### src/rtl/commit_trace_buffer.sv
// Multi-lane commit tracer: circular capture buffer with arm/trigger sessions,
// a post-trigger entry budget and an oldest-first valid/ready drain port.
module commit_trace_buffer #(
   parameter int LANES     = 2,
   parameter int DATA_W    = 32,
   parameter int DEPTH     = 16,
   parameter int POST_TRIG = 8
) (
   input  logic                                      hz100,
   input  logic                                      reset,
   input  logic [LANES-1:0]                          lane_enable,
   input  logic [LANES-1:0]                          lane_freeze,
   input  logic [LANES*32-1:0]                       lane_instr,
   input  logic [LANES*DATA_W-1:0]                   lane_result,
   input  logic                                      arm,
   input  logic                                      trigger,
   input  logic                                      rd_ready,
   output logic                                      rd_valid,
   output logic [((LANES > 1) ? $clog2(LANES) : 1)-1:0] rd_lane,
   output logic [31:0]                               rd_instr,
   output logic [DATA_W-1:0]                         rd_result,
   output logic [15:0]                               rd_stamp,
   output logic [1:0]                                state,
   output logic [$clog2(DEPTH+1)-1:0]                count,
   output logic                                      overflow
);
   localparam int LW = (LANES > 1) ? $clog2(LANES) : 1;
   localparam int PW = $clog2(DEPTH);
   localparam int CW = $clog2(DEPTH+1);
   localparam int NW = $clog2(2*DEPTH+1);

   typedef enum logic [1:0] {S_IDLE = 2'd0, S_PRE = 2'd1, S_POST = 2'd2, S_DONE = 2'd3} state_t;

   state_t          state_q;
   logic [PW-1:0]   head_q, tail_q;
   logic [CW-1:0]   count_q;
   logic [NW-1:0]   rem_q;
   logic [15:0]     stamp_q;
   logic            overflow_q;

   logic [LW-1:0]     mem_lane   [DEPTH];
   logic [31:0]       mem_instr  [DEPTH];
   logic [DATA_W-1:0] mem_result [DEPTH];
   logic [15:0]       mem_stamp  [DEPTH];

   logic [LANES-1:0]  wr_en;
   logic [PW-1:0]     wr_slot [LANES];
   logic [NW-1:0]     n_wr, total, drop;
   logic [CW-1:0]     new_count;

   // Lanes claim consecutive slots in ascending order; in POST only the
   // lowest lanes that still fit the remaining budget are kept.
   always_comb begin
      wr_en = '0;
      n_wr  = '0;
      for (int i = 0; i < LANES; i++) begin
         wr_slot[i] = tail_q + n_wr[PW-1:0];
         if (lane_enable[i] && !lane_freeze[i] &&
             ((state_q == S_PRE && !arm) || (state_q == S_POST && n_wr < rem_q))) begin
            wr_en[i] = 1'b1;
            n_wr     = n_wr + NW'(1);
         end
      end
      total = NW'(count_q) + n_wr;
      if (total > NW'(DEPTH)) begin
         new_count = CW'(DEPTH);
         drop      = total - NW'(DEPTH);
      end else begin
         new_count = total[CW-1:0];
         drop      = '0;
      end
   end

   always_ff @(posedge hz100 or negedge reset) begin
      if (!reset) begin
         state_q    <= S_IDLE;
         head_q     <= '0;
         tail_q     <= '0;
         count_q    <= '0;
         rem_q      <= '0;
         stamp_q    <= '0;
         overflow_q <= 1'b0;
      end else begin
         stamp_q <= stamp_q + 16'd1;
         case (state_q)
            S_IDLE: begin
               if (arm) begin
                  state_q    <= S_PRE;
                  head_q     <= '0;
                  tail_q     <= '0;
                  count_q    <= '0;
                  overflow_q <= 1'b0;
               end
            end
            S_PRE: begin
               if (arm) begin
                  head_q     <= '0;
                  tail_q     <= '0;
                  count_q    <= '0;
                  overflow_q <= 1'b0;
               end else begin
                  tail_q  <= tail_q + n_wr[PW-1:0];
                  head_q  <= head_q + drop[PW-1:0];
                  count_q <= new_count;
                  if (drop != '0) overflow_q <= 1'b1;
                  if (trigger) begin
                     state_q <= S_POST;
                     rem_q   <= NW'(POST_TRIG);
                  end
               end
            end
            S_POST: begin
               tail_q  <= tail_q + n_wr[PW-1:0];
               head_q  <= head_q + drop[PW-1:0];
               count_q <= new_count;
               rem_q   <= rem_q - n_wr;
               if (n_wr == rem_q) state_q <= S_DONE;
            end
            S_DONE: begin
               if (arm) begin
                  state_q    <= S_PRE;
                  head_q     <= '0;
                  tail_q     <= '0;
                  count_q    <= '0;
                  overflow_q <= 1'b0;
               end else if (count_q == '0) begin
                  state_q <= S_IDLE;
               end else if (rd_ready) begin
                  head_q  <= head_q + PW'(1);
                  count_q <= count_q - CW'(1);
               end
            end
            default: state_q <= S_IDLE;
         endcase
      end
   end

   // Storage has no reset; every read path is gated by rd_valid.
   always_ff @(posedge hz100) begin
      for (int i = 0; i < LANES; i++) begin
         if (wr_en[i]) begin
            mem_lane[wr_slot[i]]   <= LW'(i);
            mem_instr[wr_slot[i]]  <= lane_instr[32*i +: 32];
            mem_result[wr_slot[i]] <= lane_result[DATA_W*i +: DATA_W];
            mem_stamp[wr_slot[i]]  <= stamp_q;
         end
      end
   end

   assign rd_valid  = (state_q == S_DONE) && (count_q != '0);
   assign rd_lane   = rd_valid ? mem_lane[head_q]   : '0;
   assign rd_instr  = rd_valid ? mem_instr[head_q]  : '0;
   assign rd_result = rd_valid ? mem_result[head_q] : '0;
   assign rd_stamp  = rd_valid ? mem_stamp[head_q]  : '0;
   assign state     = state_q;
   assign count     = count_q;
   assign overflow  = overflow_q;
endmodule

### config.mk
export PLATFORM = sky130hd
export DESIGN_NAME = commit_trace_buffer
export DESIGN_NICKNAME = d
export VERILOG_FILES = /design/src/rtl/commit_trace_buffer.sv
export SDC_FILE = /design/constraint.sdc
export NUM_CORES = 2
export LEC_CHECK = 0
export BUFFER_PORTS_ARGS = -buffer_cell sky130_fd_sc_hd__buf_2
export CAP_MARGIN = 25
export CORE_MARGIN = 2
export CORE_UTILIZATION = 55
export DETAILED_ROUTE_END_ITERATION = 10
export GPL_TIMING_DRIVEN = 0
export MAX_ROUTING_LAYER = met4
export PLACE_DENSITY_LB_ADDON = 0.1
export SYNTH_ARGS = -nofsm -noshare
export SYNTH_HDL_FRONTEND = slang
export SYNTH_SLANG_ARGS = --single-unit
### constraint.sdc
create_clock -name hz100 -period 7.2 [get_ports hz100]
set_input_delay 1.08 -clock hz100 [delete_from_list [all_inputs] [get_ports hz100]]
set_output_delay 1.08 -clock hz100 [all_outputs]
set_load 0.1 [all_outputs]
==> summary.md <==
| Metric | Value |
|---|---|
| Iteration-0 DRC Markers | `3,508` |
| Status | `finished, final reports clean` |
| Hold-fix buffers, CTS | `0` |
| Synth Flop Type | `edfxtp_1` |
| Core region area | `between 100,000 and 150,000 um2` |
| Initial antenna violation count | `21` |
| Synth unique cells | `66` |
| Setup ws final | `approximately 0.9 ns` |
| Synthesis warning total | `0` |
| First-pass GRT wire length | `253 mm` |
| Worst skew pair latency | `about 0.77 ns` |
| Die X | `roughly 350 um` |
| Post-synth net total | `about 3,700` |
| F_max | `~160 MHz` |
| Combinational family with the most area after synthesis | `multiplexers` |
| DR vias | `between 30,000 and 40,000` |
| Synthesized cell area | `roughly 66,000 um2` |
| TritonCTS Buffers | `between 100 and 150` |
| RR Startpoint | `state[1]` |
| # fillers | `8,527` |
| Clk buf depth | `3` |
| CP dominant cell by count | `ha_1` |
| Yosys reg bits | `roughly 1,300` |
| Min cycle time layout | `approximately 6.3 ns` |
| Post-CTS Repair Setup Buffers | `0` |
| All-Layer GR Usage | `~30%` |
| CP Depth | `16` |
| Final hold slack | `about 0.28 ns` |
| Vias in the first global route | `roughly 37,000` |
| Commonest non-fill, non-tap cells in the layout | `edfxtp_1, mux2_2, mux4_2, buf_2, clkbuf_1` |
| Post-Synth Adder-Cell Area | `less than 1%` |
| Share of the synthesized area in the top cell type | `~59%` |
| Initial DRT Pass Iterations | `8` |
| Routed wire length | `~170 mm` |
| Max-cap violations | `0` |
| DP HPWL | `between 100 and 150 mm` |
| Type of the worst setup path | `reg -> reg` |
| # resized after CTS | `0` |
| # IOs | `~230` |
| Worst relative slew slack | `23.1%` |
| CTS tree | `built` |
| Pin count of the biggest net entering global routing | `44` |
| Worst-path clk slew | `about 0.06 ns` |
| Post-route cell area | `74,400 um2` |
| Fin Setup TNS | `0 ns` |
| Post-synth EDFFs | `around 1,300` |
| Worst R2R Setup Slack | `0.91 ns` |
| WL/cell | `roughly 31 um` |
| Post-Synth Simple-Gate Area | `2.11%` |
| CP Cell Sequence | `inv_1 -> ha_1 -> and2b_1 -> nor2_1 -> nor3_1 -> buf_4 -> clkbuf_1 -> ha_1 -> ha_1 -> nand2_1 -> o21ai_0 -> and4_1 -> buf_2 -> buf_2 -> nand2b_4 -> buf_16` |
| Async SR Flop Fraction | `about 2.8%` |
| RSZ-0062 raised after global routing | `no` |
| Most common cell after layout, fill and taps aside | `edfxtp_1` |
| Worst slack, placed | `approximately 0.55 ns` |
| Buf/Inv on CP | `6` |
| Routability cong. | `a little over 0.8` |
| Initial Utilization | `between 50% and 60%` |
| Mean post-synth cell area | `around 19 um2` |
| Area contributors post-synth | `edfxtp_1, mux2_2, mux4_2, mux2_4, dfrtp_1` |
| Final setup vio count | `0` |
| Fin crit share | `slightly below 90%` |
| Final Slew Violations | `0` |
| Critical Path RT | `7.62 ns` |
| Worst slew pin tran | `1.15 ns` |
| Layout area overhead | `13.5%` |
| Vias per cell | `between 6 and 7` |
| Root buffer cell | `clkbuf_16` |
| Reg2reg path depth | `16` |
| Remaining DRCs | `0` |
| RR Endpoint | `mem_instr[11][11]` |
| Cells after Synth | `3,503` |
| Clock sink total | `1,334` |
| H-tree depth | `4` |
| Worst hold path type | `in -> async` |
| Total power | `20.4 mW` |
| CP delay by family, top | `simple AND/OR/NAND/NOR gates` |
| Gr ovfl total | `0` |
| Final ANT Viol Nets | `0` |
| Power density over the cells | `roughly 270 nW/um2` |
| Max IR drop VDD | `between 0.2 and 0.3 mV` |
| Die Y-Extent | `~350 um` |
| Proportion of layout cells with a drive suffix above 1 | `just over 50%` |
| Crit path capture type | `register` |
| Full die area | `roughly 120,000 um2` |
| Crit path DAT | `6.71 ns` |
| Pleak | `24.4 nW` |
| Final Hold Violating Endpoints | `0` |
| Crit Path Max Fanout | `42` |
| Synth Area in Compound Gates | `less than 1%` |
| Num rows | `about 130` |
| Worst Setup Start Kind | `register` |
| Sequential area share after synthesis | `about three fifths` |
| # port buffers | `between 200 and 250` |
| Worst Skew | `approximately 0.025 ns` |
| Post-synthesis mux area share | `between 30% and 40%` |
| Area leader, netlist | `edfxtp_1` |
| Slowest stage delay, CP | `a little under 0.8 ns` |
| Post-synthesis xor/xnor area fraction | `less than 1%` |
| Placed standard-cell area | `69,800 um2` |
| # nets final | `about 4,100` |
| Slowest CP cell | `nand2b_4` |
==> state kept, by name, summed over array words and instances, names as in the netlist, 2 cells and up <==
register and count:
mem_instr 512, mem_result 512, mem_stamp 256, mem_lane 16
stamp_q 16, rem_q 6, count 5, head_q 4
tail_q 4, state 2
==> through the flow <==
step / util (%) / instances
global route: 63.0 / 5589
detailed placement: 59.1 / 5319
CTS: 62.9 / 5566
finish: 63.0 / 5589
floorplan: - / 3503
global placement: 58.1 / 5265
==> routing by layer <==
metal	GRT usage (%)	wire length (um)	vias to the layer above
li1	-	-	15100
met1	40.4	71900	18600
met2	46.1	83400	1455
met3	5.43	13300	308
met4	9.82	5340	0
met5	-	0	-
==> how the worst max path moves through the flow <==
stage                        start                end  slack (ns)
after floorplan           state[0]   mem_instr[11][0]        0.89
after global placement         arm  mem_instr[11][14]       -3.46
after detailed placement       arm  mem_instr[11][29]        0.55
after CTS                 state[1]  mem_instr[11][29]        0.95
after global routing      state[1]          head_q[3]        0.47
final                     state[1]  mem_instr[11][11]        0.91
==> report_power, final <==
| group | internal [mW] | switching [mW] | leakage (nW) |
|---|---|---|---|
| clock network | 4.14 | 3.01 | 2.18 |
| registers | 8.71 | 0.0808 | 12.2 |
| logic | 1.70 | 2.80 | 10.1 |
| total | 14.5 | 5.89 | 24.4 |
==> cells in the mapped netlist, drive strengths merged (18+ instances only) <==
cell	instances
o21ai	21
mux2	1025
edfxtp	1280
buf	148
clkbuf	208
mux4	405
ha	21
a21o	20
xnor2	18
nand2	26
nand2b	24
dfrtp	38
nand3	25
nor2b	90
==> layout make-up <==
cell class / instances / area [um2] / area share, %
inverter: 16 / 60.1 / 0.0807
multi-input combinational: 1797 / 24100 / 32.4
tap: 1536 / 1920 / 2.58
timing repair buffer: 288 / 2320 / 3.12
antenna: 15 / 37.5 / 0.0505
clock buffer: 198 / 4020 / 5.41
buffer: 356 / 1840 / 2.47
sequential: 1334 / 39700 / 53.4
clock inverter: 49 / 422 / 0.567
==> worst reg2reg max path: cells and delay by family, from the launching register on <==
kind                       cells  cell delay [ns]
AOI/OAI and AO/OA              1             0.42
adders and majority gates      3             0.72
DFF                            1             0.44
buffers and inverters          6             2.17
and+or+nand+nor                6             2.17
==> kinds of logic after synthesis <==
| logic type | Yosys count |
|---|---|
| mux | 1433 |
| flops | 1334 |
| xor+xnor | 22 |
| buf+inv | 372 |
| fa+ha+maj | 25 |
| compound gates | 89 |
| simple gates | 228 |
Note: power is estimated with default switching activity, not from simulation.
